### config.mk
export PLATFORM = sky130hd
export DESIGN_NAME = ifu_fetch
export DESIGN_NICKNAME = d
export VERILOG_FILES = /design/src/rtl/ifu_pkg.sv /design/src/rtl/fetch_fifo.sv /design/src/rtl/ifu_fetch.sv
export SDC_FILE = /design/constraint.sdc
export NUM_CORES = 1
export LEC_CHECK = 0
export CORE_AREA = 5 5 137 139
export CTS_CLUSTER_DIAMETER = 50
export CTS_CLUSTER_SIZE = 16
export DETAILED_ROUTE_END_ITERATION = 6
export DIE_AREA = 0 0 142 144
export DONT_BUFFER_PORTS = 1
export PLACE_DENSITY = 0.78
export SETUP_SLACK_MARGIN = 0.3
export SYNTH_ARGS = -nofsm -noshare
export SYNTH_HDL_FRONTEND = slang
export SYNTH_SLANG_ARGS = --single-unit
### constraint.sdc
create_clock -name clk -period 4.04 [get_ports clk]
set_input_delay 0.404 -clock clk [delete_from_list [all_inputs] [get_ports clk]]
set_output_delay 0.404 -clock clk [all_outputs]
set_load 0.01 [all_outputs]
### src/rtl/ifu_pkg.sv
// Shared constants and types for the instruction fetch unit.
// Queue entries carry the fetched word together with its PC+4 tag.
package ifu_pkg;

  localparam logic [31:0] INST_BUBBLE = 32'h0000_0000;
  localparam logic [31:0] INST_NOP    = 32'h0000_0013;
  localparam logic [31:0] PC_STEP     = 32'h0000_0004;

  typedef struct packed {
    logic [31:0] inst;
    logic [31:0] addr;
  } fetch_entry_t;

  function automatic logic [31:0] word_align(input logic [31:0] pc_in);
    return {pc_in[31:2], 2'b00};
  endfunction

endpackage

### src/rtl/fetch_fifo.sv
// Small synchronous FIFO with flush; a flush wins over any same-cycle push or pop.
// DEPTH must be a power of two so the pointers wrap naturally.
module fetch_fifo #(
  parameter int DEPTH = 2,
  parameter int WIDTH = 32
) (
  input  logic                   clk,
  input  logic                   rst,
  input  logic                   push,
  input  logic [WIDTH-1:0]       push_data,
  input  logic                   pop,
  input  logic                   flush,
  output logic [WIDTH-1:0]       head,
  output logic [$clog2(DEPTH):0] count,
  output logic                   full,
  output logic                   empty
);

  localparam int AW = $clog2(DEPTH);
  localparam logic [AW-1:0] PTR_ONE  = AW'(1);
  localparam logic [AW-1:0] PTR_ZERO = AW'(0);
  localparam logic [AW:0]   CNT_ONE  = (AW+1)'(1);
  localparam logic [AW:0]   CNT_ZERO = (AW+1)'(0);
  localparam logic [AW:0]   CNT_FULL = (AW+1)'(DEPTH);

  logic [WIDTH-1:0] mem_r [DEPTH];
  logic [AW-1:0]    rd_ptr_r;
  logic [AW-1:0]    wr_ptr_r;
  logic [AW:0]      count_r;
  logic             do_push_s;
  logic             do_pop_s;

  assign full      = (count_r == CNT_FULL);
  assign empty     = (count_r == CNT_ZERO);
  assign count     = count_r;
  assign head      = mem_r[rd_ptr_r];
  assign do_push_s = push && !full;
  assign do_pop_s  = pop && !empty;

  // Storage write; contents need no reset since occupancy gates every read.
  always_ff @(posedge clk) begin
    if (do_push_s && !flush) begin
      mem_r[wr_ptr_r] <= push_data;
    end
  end

  // Pointer and occupancy tracking.
  always_ff @(posedge clk) begin
    if (rst || flush) begin
      rd_ptr_r <= PTR_ZERO;
      wr_ptr_r <= PTR_ZERO;
      count_r  <= CNT_ZERO;
    end else begin
      if (do_push_s) begin
        wr_ptr_r <= wr_ptr_r + PTR_ONE;
      end
      if (do_pop_s) begin
        rd_ptr_r <= rd_ptr_r + PTR_ONE;
      end
      case ({do_push_s, do_pop_s})
        2'b10:   count_r <= count_r + CNT_ONE;
        2'b01:   count_r <= count_r - CNT_ONE;
        default: count_r <= count_r;
      endcase
    end
  end

endmodule

### src/rtl/ifu_fetch.sv
// Instruction fetch unit: owns the PC, issues word requests, queues returned
// words with their PC+4 tags and hands them to decode; accepts redirects.
module ifu_fetch
  import ifu_pkg::*;
#(
  parameter logic [31:0] RESET_PC = 32'h0000_0000,
  parameter int          DEPTH    = 2
) (
  input  logic        clk,
  input  logic        rst,
  output logic        imem_req_valid,
  input  logic        imem_req_ready,
  output logic [31:0] imem_req_addr,
  input  logic        imem_rsp_valid,
  input  logic [31:0] imem_rsp_data,
  input  logic        redirect_valid,
  input  logic [31:0] redirect_pc,
  output logic        inst_valid,
  input  logic        inst_ready,
  output logic [31:0] inst,
  output logic [31:0] addr
);

  localparam int CW = $clog2(DEPTH) + 1;
  localparam logic [CW-1:0] CNT_ZERO = CW'(0);
  localparam logic [CW-1:0] CNT_ONE  = CW'(1);
  localparam logic [CW:0]   DEPTH_W  = (CW+1)'(DEPTH);

  logic [31:0]   pc_r;
  logic [CW-1:0] outst_r;
  logic [CW-1:0] drop_r;
  logic [CW-1:0] rsp_dec_s;
  logic [CW-1:0] q_count_s;
  logic [CW-1:0] tag_count_s;
  logic [CW:0]   inflight_s;
  logic          req_valid_s;
  logic          req_fire_s;
  logic          rsp_keep_s;
  logic          pop_fire_s;
  logic          q_full_s;
  logic          q_empty_s;
  logic          tag_full_s;
  logic          tag_empty_s;
  logic [31:0]   tag_head_s;
  fetch_entry_t  q_push_s;
  fetch_entry_t  q_head_s;
  logic          unused_s;

  // Issue only while every in-flight response is guaranteed a queue slot.
  always_comb begin
    inflight_s = {1'b0, outst_r} + {1'b0, q_count_s};
    if (rst || redirect_valid) begin
      req_valid_s = 1'b0;
    end else begin
      req_valid_s = (inflight_s < DEPTH_W);
    end
  end

  assign imem_req_valid = req_valid_s;
  assign imem_req_addr  = pc_r;
  assign req_fire_s     = req_valid_s && imem_req_ready;
  assign rsp_keep_s     = imem_rsp_valid && !redirect_valid && (drop_r == CNT_ZERO);
  assign rsp_dec_s      = imem_rsp_valid ? CNT_ONE : CNT_ZERO;
  assign pop_fire_s     = inst_valid && inst_ready;
  assign q_push_s       = '{inst: imem_rsp_data, addr: tag_head_s};

  // Present the queue head, or a zero bubble while the queue is empty.
  always_comb begin
    if (q_empty_s) begin
      inst_valid = 1'b0;
      inst       = INST_BUBBLE;
      addr       = 32'h0000_0000;
    end else begin
      inst_valid = 1'b1;
      inst       = q_head_s.inst;
      addr       = q_head_s.addr;
    end
  end

  // PC, outstanding-request and drop counters; a redirect turns every
  // request still in flight into one to be discarded.
  always_ff @(posedge clk) begin
    if (rst) begin
      pc_r    <= word_align(RESET_PC);
      outst_r <= CNT_ZERO;
      drop_r  <= CNT_ZERO;
    end else if (redirect_valid) begin
      pc_r    <= word_align(redirect_pc);
      outst_r <= outst_r - rsp_dec_s;
      drop_r  <= outst_r - rsp_dec_s;
    end else begin
      if (req_fire_s) begin
        pc_r <= pc_r + PC_STEP;
      end
      case ({req_fire_s, imem_rsp_valid})
        2'b10:   outst_r <= outst_r + CNT_ONE;
        2'b01:   outst_r <= outst_r - CNT_ONE;
        default: outst_r <= outst_r;
      endcase
      if (imem_rsp_valid && (drop_r != CNT_ZERO)) begin
        drop_r <= drop_r - CNT_ONE;
      end
    end
  end

  fetch_fifo #(
    .DEPTH (DEPTH),
    .WIDTH ($bits(fetch_entry_t))
  ) u_inst_q (
    .clk       (clk),
    .rst       (rst),
    .push      (rsp_keep_s),
    .push_data (q_push_s),
    .pop       (pop_fire_s),
    .flush     (redirect_valid),
    .head      (q_head_s),
    .count     (q_count_s),
    .full      (q_full_s),
    .empty     (q_empty_s)
  );

  // Tags of requests still owed a kept response, oldest first.
  fetch_fifo #(
    .DEPTH (DEPTH),
    .WIDTH (32)
  ) u_tag_q (
    .clk       (clk),
    .rst       (rst),
    .push      (req_fire_s),
    .push_data (pc_r + PC_STEP),
    .pop       (rsp_keep_s),
    .flush     (redirect_valid),
    .head      (tag_head_s),
    .count     (tag_count_s),
    .full      (tag_full_s),
    .empty     (tag_empty_s)
  );

  assign unused_s = ^{tag_count_s, tag_full_s, tag_empty_s, q_full_s, redirect_pc[1:0]};

endmodule

==> results.sh <==
export IMPL_syn_to_final_growth_pct=12.4
export IMPL_maxSlewHeadroom_pct=27.4
export IMPL_io_buffer_count=0
export IMPL_ys_seq_elements=228
export IMPL_cts_tree="built"
export IMPL_utilization_pct=62.4
export IMPL_synth_top_family_by_area="simple AND/OR/NAND/NOR gates"
export IMPL_hold_viol_final=0
export IMPL_die_h_microns=144
export IMPL_finalSetupTns_ns=0
export IMPL_cp_max_fo=8
export IMPL_core_area_sq_um=17500
export IMPL_required_ns=4.47
export IMPL_synth_adder_area_share_pct=0.849
export IMPL_drv_slew=0
export IMPL_instances_no_fill=995
export IMPL_die_area_sq_um=20400
export IMPL_nets=831
export IMPL_synth_xor_area_share_pct=5.04
export IMPL_track_usage_pct=19.6
export IMPL_vdd_drop_max_mv=0.399
export IMPL_grt_pass1_wl_microns=31700
export IMPL_setup_ws_ns=0.787
export IMPL_rrSetupSlack_ns=0.79
export IMPL_cts_sinks=228
export IMPL_syn_area_sq_um=9730
export IMPL_ant_nets=0
export IMPL_vias=5781
export IMPL_grt_overflow_total=0
export IMPL_synth_compound_area_share_pct=3.47
export IMPL_clk_latency_ns=0.51
export IMPL_worst_slew_pin_slew_ns=1.09
export IMPL_grt_pass1_vias=5863
export IMPL_maxCapViolations=0
export IMPL_met2_usage_pct=32.6
export IMPL_yosysWarnings=0
export IMPL_fmax_ghz=0.307
export IMPL_place_area_sq_um=9920
export IMPL_worstSetupEndpointType="register"
export IMPL_yosysUniqueCellTypes=54
export IMPL_routedWlPerCell_microns=20.3
export IMPL_status="completed"
export IMPL_power_density_nw_per_um2=451
export IMPL_crit_type="register to register"
export IMPL_syn_instance_count=730
export IMPL_worst_ep_arrival_time_ns=3.68
export IMPL_finalInstanceArea_sq_um=10900
export IMPL_die_width_microns=142
export IMPL_vias_per_cell=5.81
export IMPL_dp_cells=926
export IMPL_postCtsHoldBufs=35
export IMPL_cts_buffers=21
export IMPL_final_cell_mix="edfxtp_1, nor2_1, mux2i_1"
export IMPL_min_period_ns=3.25
export IMPL_syn_area_per_cell_sq_um=13.3
export IMPL_final_layout_size_suffix_gt1_share_pct=11.1
export IMPL_routed_wl_microns=20200
export IMPL_rsz0062_at_grt="no"
export IMPL_whs_ns=0.0281
export IMPL_top_usage_layer="met2"
export IMPL_clk_pin_slew_worst_paths_ns=0.07
export IMPL_cts_repair_resized=0
export IMPL_use_met1_pct=25.4
export IMPL_layout_commonest_cell="edfxtp_1"
export IMPL_startpoint_type="register"
export IMPL_reg2reg_depth=10
export IMPL_root_buffer="clkbuf_16"
export IMPL_synthSimpleGateAreaFrac_pct=11.9
export IMPL_muxShareOfSynthArea_pct=10.4
export IMPL_cts_max_level=1
export IMPL_dr_pass1_iters=5
export IMPL_design_portCount=168
export IMPL_routabilityCongestion=0.919
export IMPL_setup_viol=0
export IMPL_drt_initial_drc_count=357
export IMPL_dp_slack_ns=0.837
export IMPL_grt_max_degree=64
export IMPL_diodes=0
export IMPL_gr_usage_met3_pct=5.72
export IMPL_antenna_found_initial=1
export IMPL_postCtsSetupRepairBufs=0
export IMPL_leakage_nw=3.53
export IMPL_dp_hpwl_microns=13600
export IMPL_initial_core_util_pct=55.5
export IMPL_post_route_period_util_pct=80.5
export IMPL_rows=49
export IMPL_finClkSkew_ns=0.0212
export IMPL_min_delay_path_depth=2
export IMPL_ys_seq_area_share_pct=65.8
export IMPL_remaining_drc_errors=0
export IMPL_min_delay_path_class="input pin to register"
export IMPL_nFillCells=1343
export IMPL_power_mw=4.93
export IMPL_cts_buffer_depth=3
-- cell type report --
type                            instances  area [sq um]  share of cell area, %
Sequential cell                       228          6410                   58.6
Clock inverter                         11           135                   1.24
Timing Repair Buffer                   43           410                   3.75
Multi-Input combinational cell        449          3110                   28.5
Tap cell                              229           287                   2.62
Clock buffer                           23           533                   4.87
Inverter                               12          45.0                  0.412
-- cell usage after synthesis, drive strengths merged --
library cell,instances,area share [%]
edfxtp,184,57
nor2,111,4.5
mux2i,65,6.7
dfxtp,44,9.1
xnor2,37,3.3
clkbuf,32,1.2
mux2,32,3.7
nand2,32,1.2
nand3,28,1.6
xor2,19,1.7
a21oi,15,0.77
nand4,15,1.3
o21ai,13,0.67
buf,12,0.77
a211oi,11,0.85
inv,11,0.42
or3,9,0.58
nor3,8,0.41
and2,7,0.46
and3,7,0.45
nor4,6,0.60
ha,5,0.64
a31oi,4,0.26
nor2b,3,0.19
a22o,2,0.18
a311oi,2,0.18
a32oi,2,0.18
and4,2,0.19
a21boi,1,0.077
a22oi,1,0.077
clkinv,1,0.039
conb,1,0.039
fa,1,0.21
nand3b,1,0.077
nor3b,1,0.077
o211ai,1,0.077
o21a,1,0.077
o31ai,1,0.077
or3b,1,0.090
or4,1,0.077
-- registers in the layout, indices dropped and copies added (netlist names), named ones only --
name,cells
u_tag_q.mem_r,60
drop_r,2
u_inst_q.count,2
u_tag_q.rd_ptr_r,1
u_inst_q.rd_ptr_r,1
u_tag_q.wr_ptr_r,1
imem_req_addr,30
u_inst_q.wr_ptr_r,1
u_inst_q.mem_r,124
u_tag_q.count,2
outst_r,2
-- final timing paths --
check | startpoint | endpoint
max | u_inst_q.count[0]$_SDFFE_PP0P_ | u_tag_q.count[1]$_SDFFE_PP0P_
max reg2reg | u_inst_q.count[0]$_SDFFE_PP0P_ | u_tag_q.count[1]$_SDFFE_PP0P_
min reg2reg | u_tag_q.count[1]$_SDFFE_PP0P_ | u_tag_q.count[1]$_SDFFE_PP0P_
min | redirect_valid | imem_req_addr[20]$_SDFFE_PP0P_
-- metal layers --
metal / vias up / share of wire, %
met2: 243 / 48
met4: 2 / 2.5
li1: 2693 / -
met1: 2798 / 40
met5: - / 0.035
met3: 45 / 9.4
-- cells by family after synthesis --
kind of cell | count (synthesis)
AND/OR/NAND/NOR | 232
flip-flops | 228
multiplexers | 97
XOR/XNOR | 56
buffers and inverters | 56
AO/OA/AOI/OAI | 54
adder cells (fa/ha/maj) | 6
other | 1
-- worst max-delay path, cell delays in order (launching register included) --
cell	delay [ns]
dfxtp_1	0.44
inv_1	0.09
nor2_1	0.13
fa_1	0.46
nor4_1	0.32
buf_4	0.19
and2_1	0.36
o21ai_1	0.26
ha_1	0.38
or3_1	0.38
a21oi_1	0.16
-- power breakdown --
group / internal, mW / switching, mW / leakage, nW
clock network: 1.10 / 0.837 / 0.322
logic: 0.116 / 0.175 / 1.17
registers: 2.62 / 0.0831 / 2.04
Note: power is estimated with default switching activity, not from simulation.
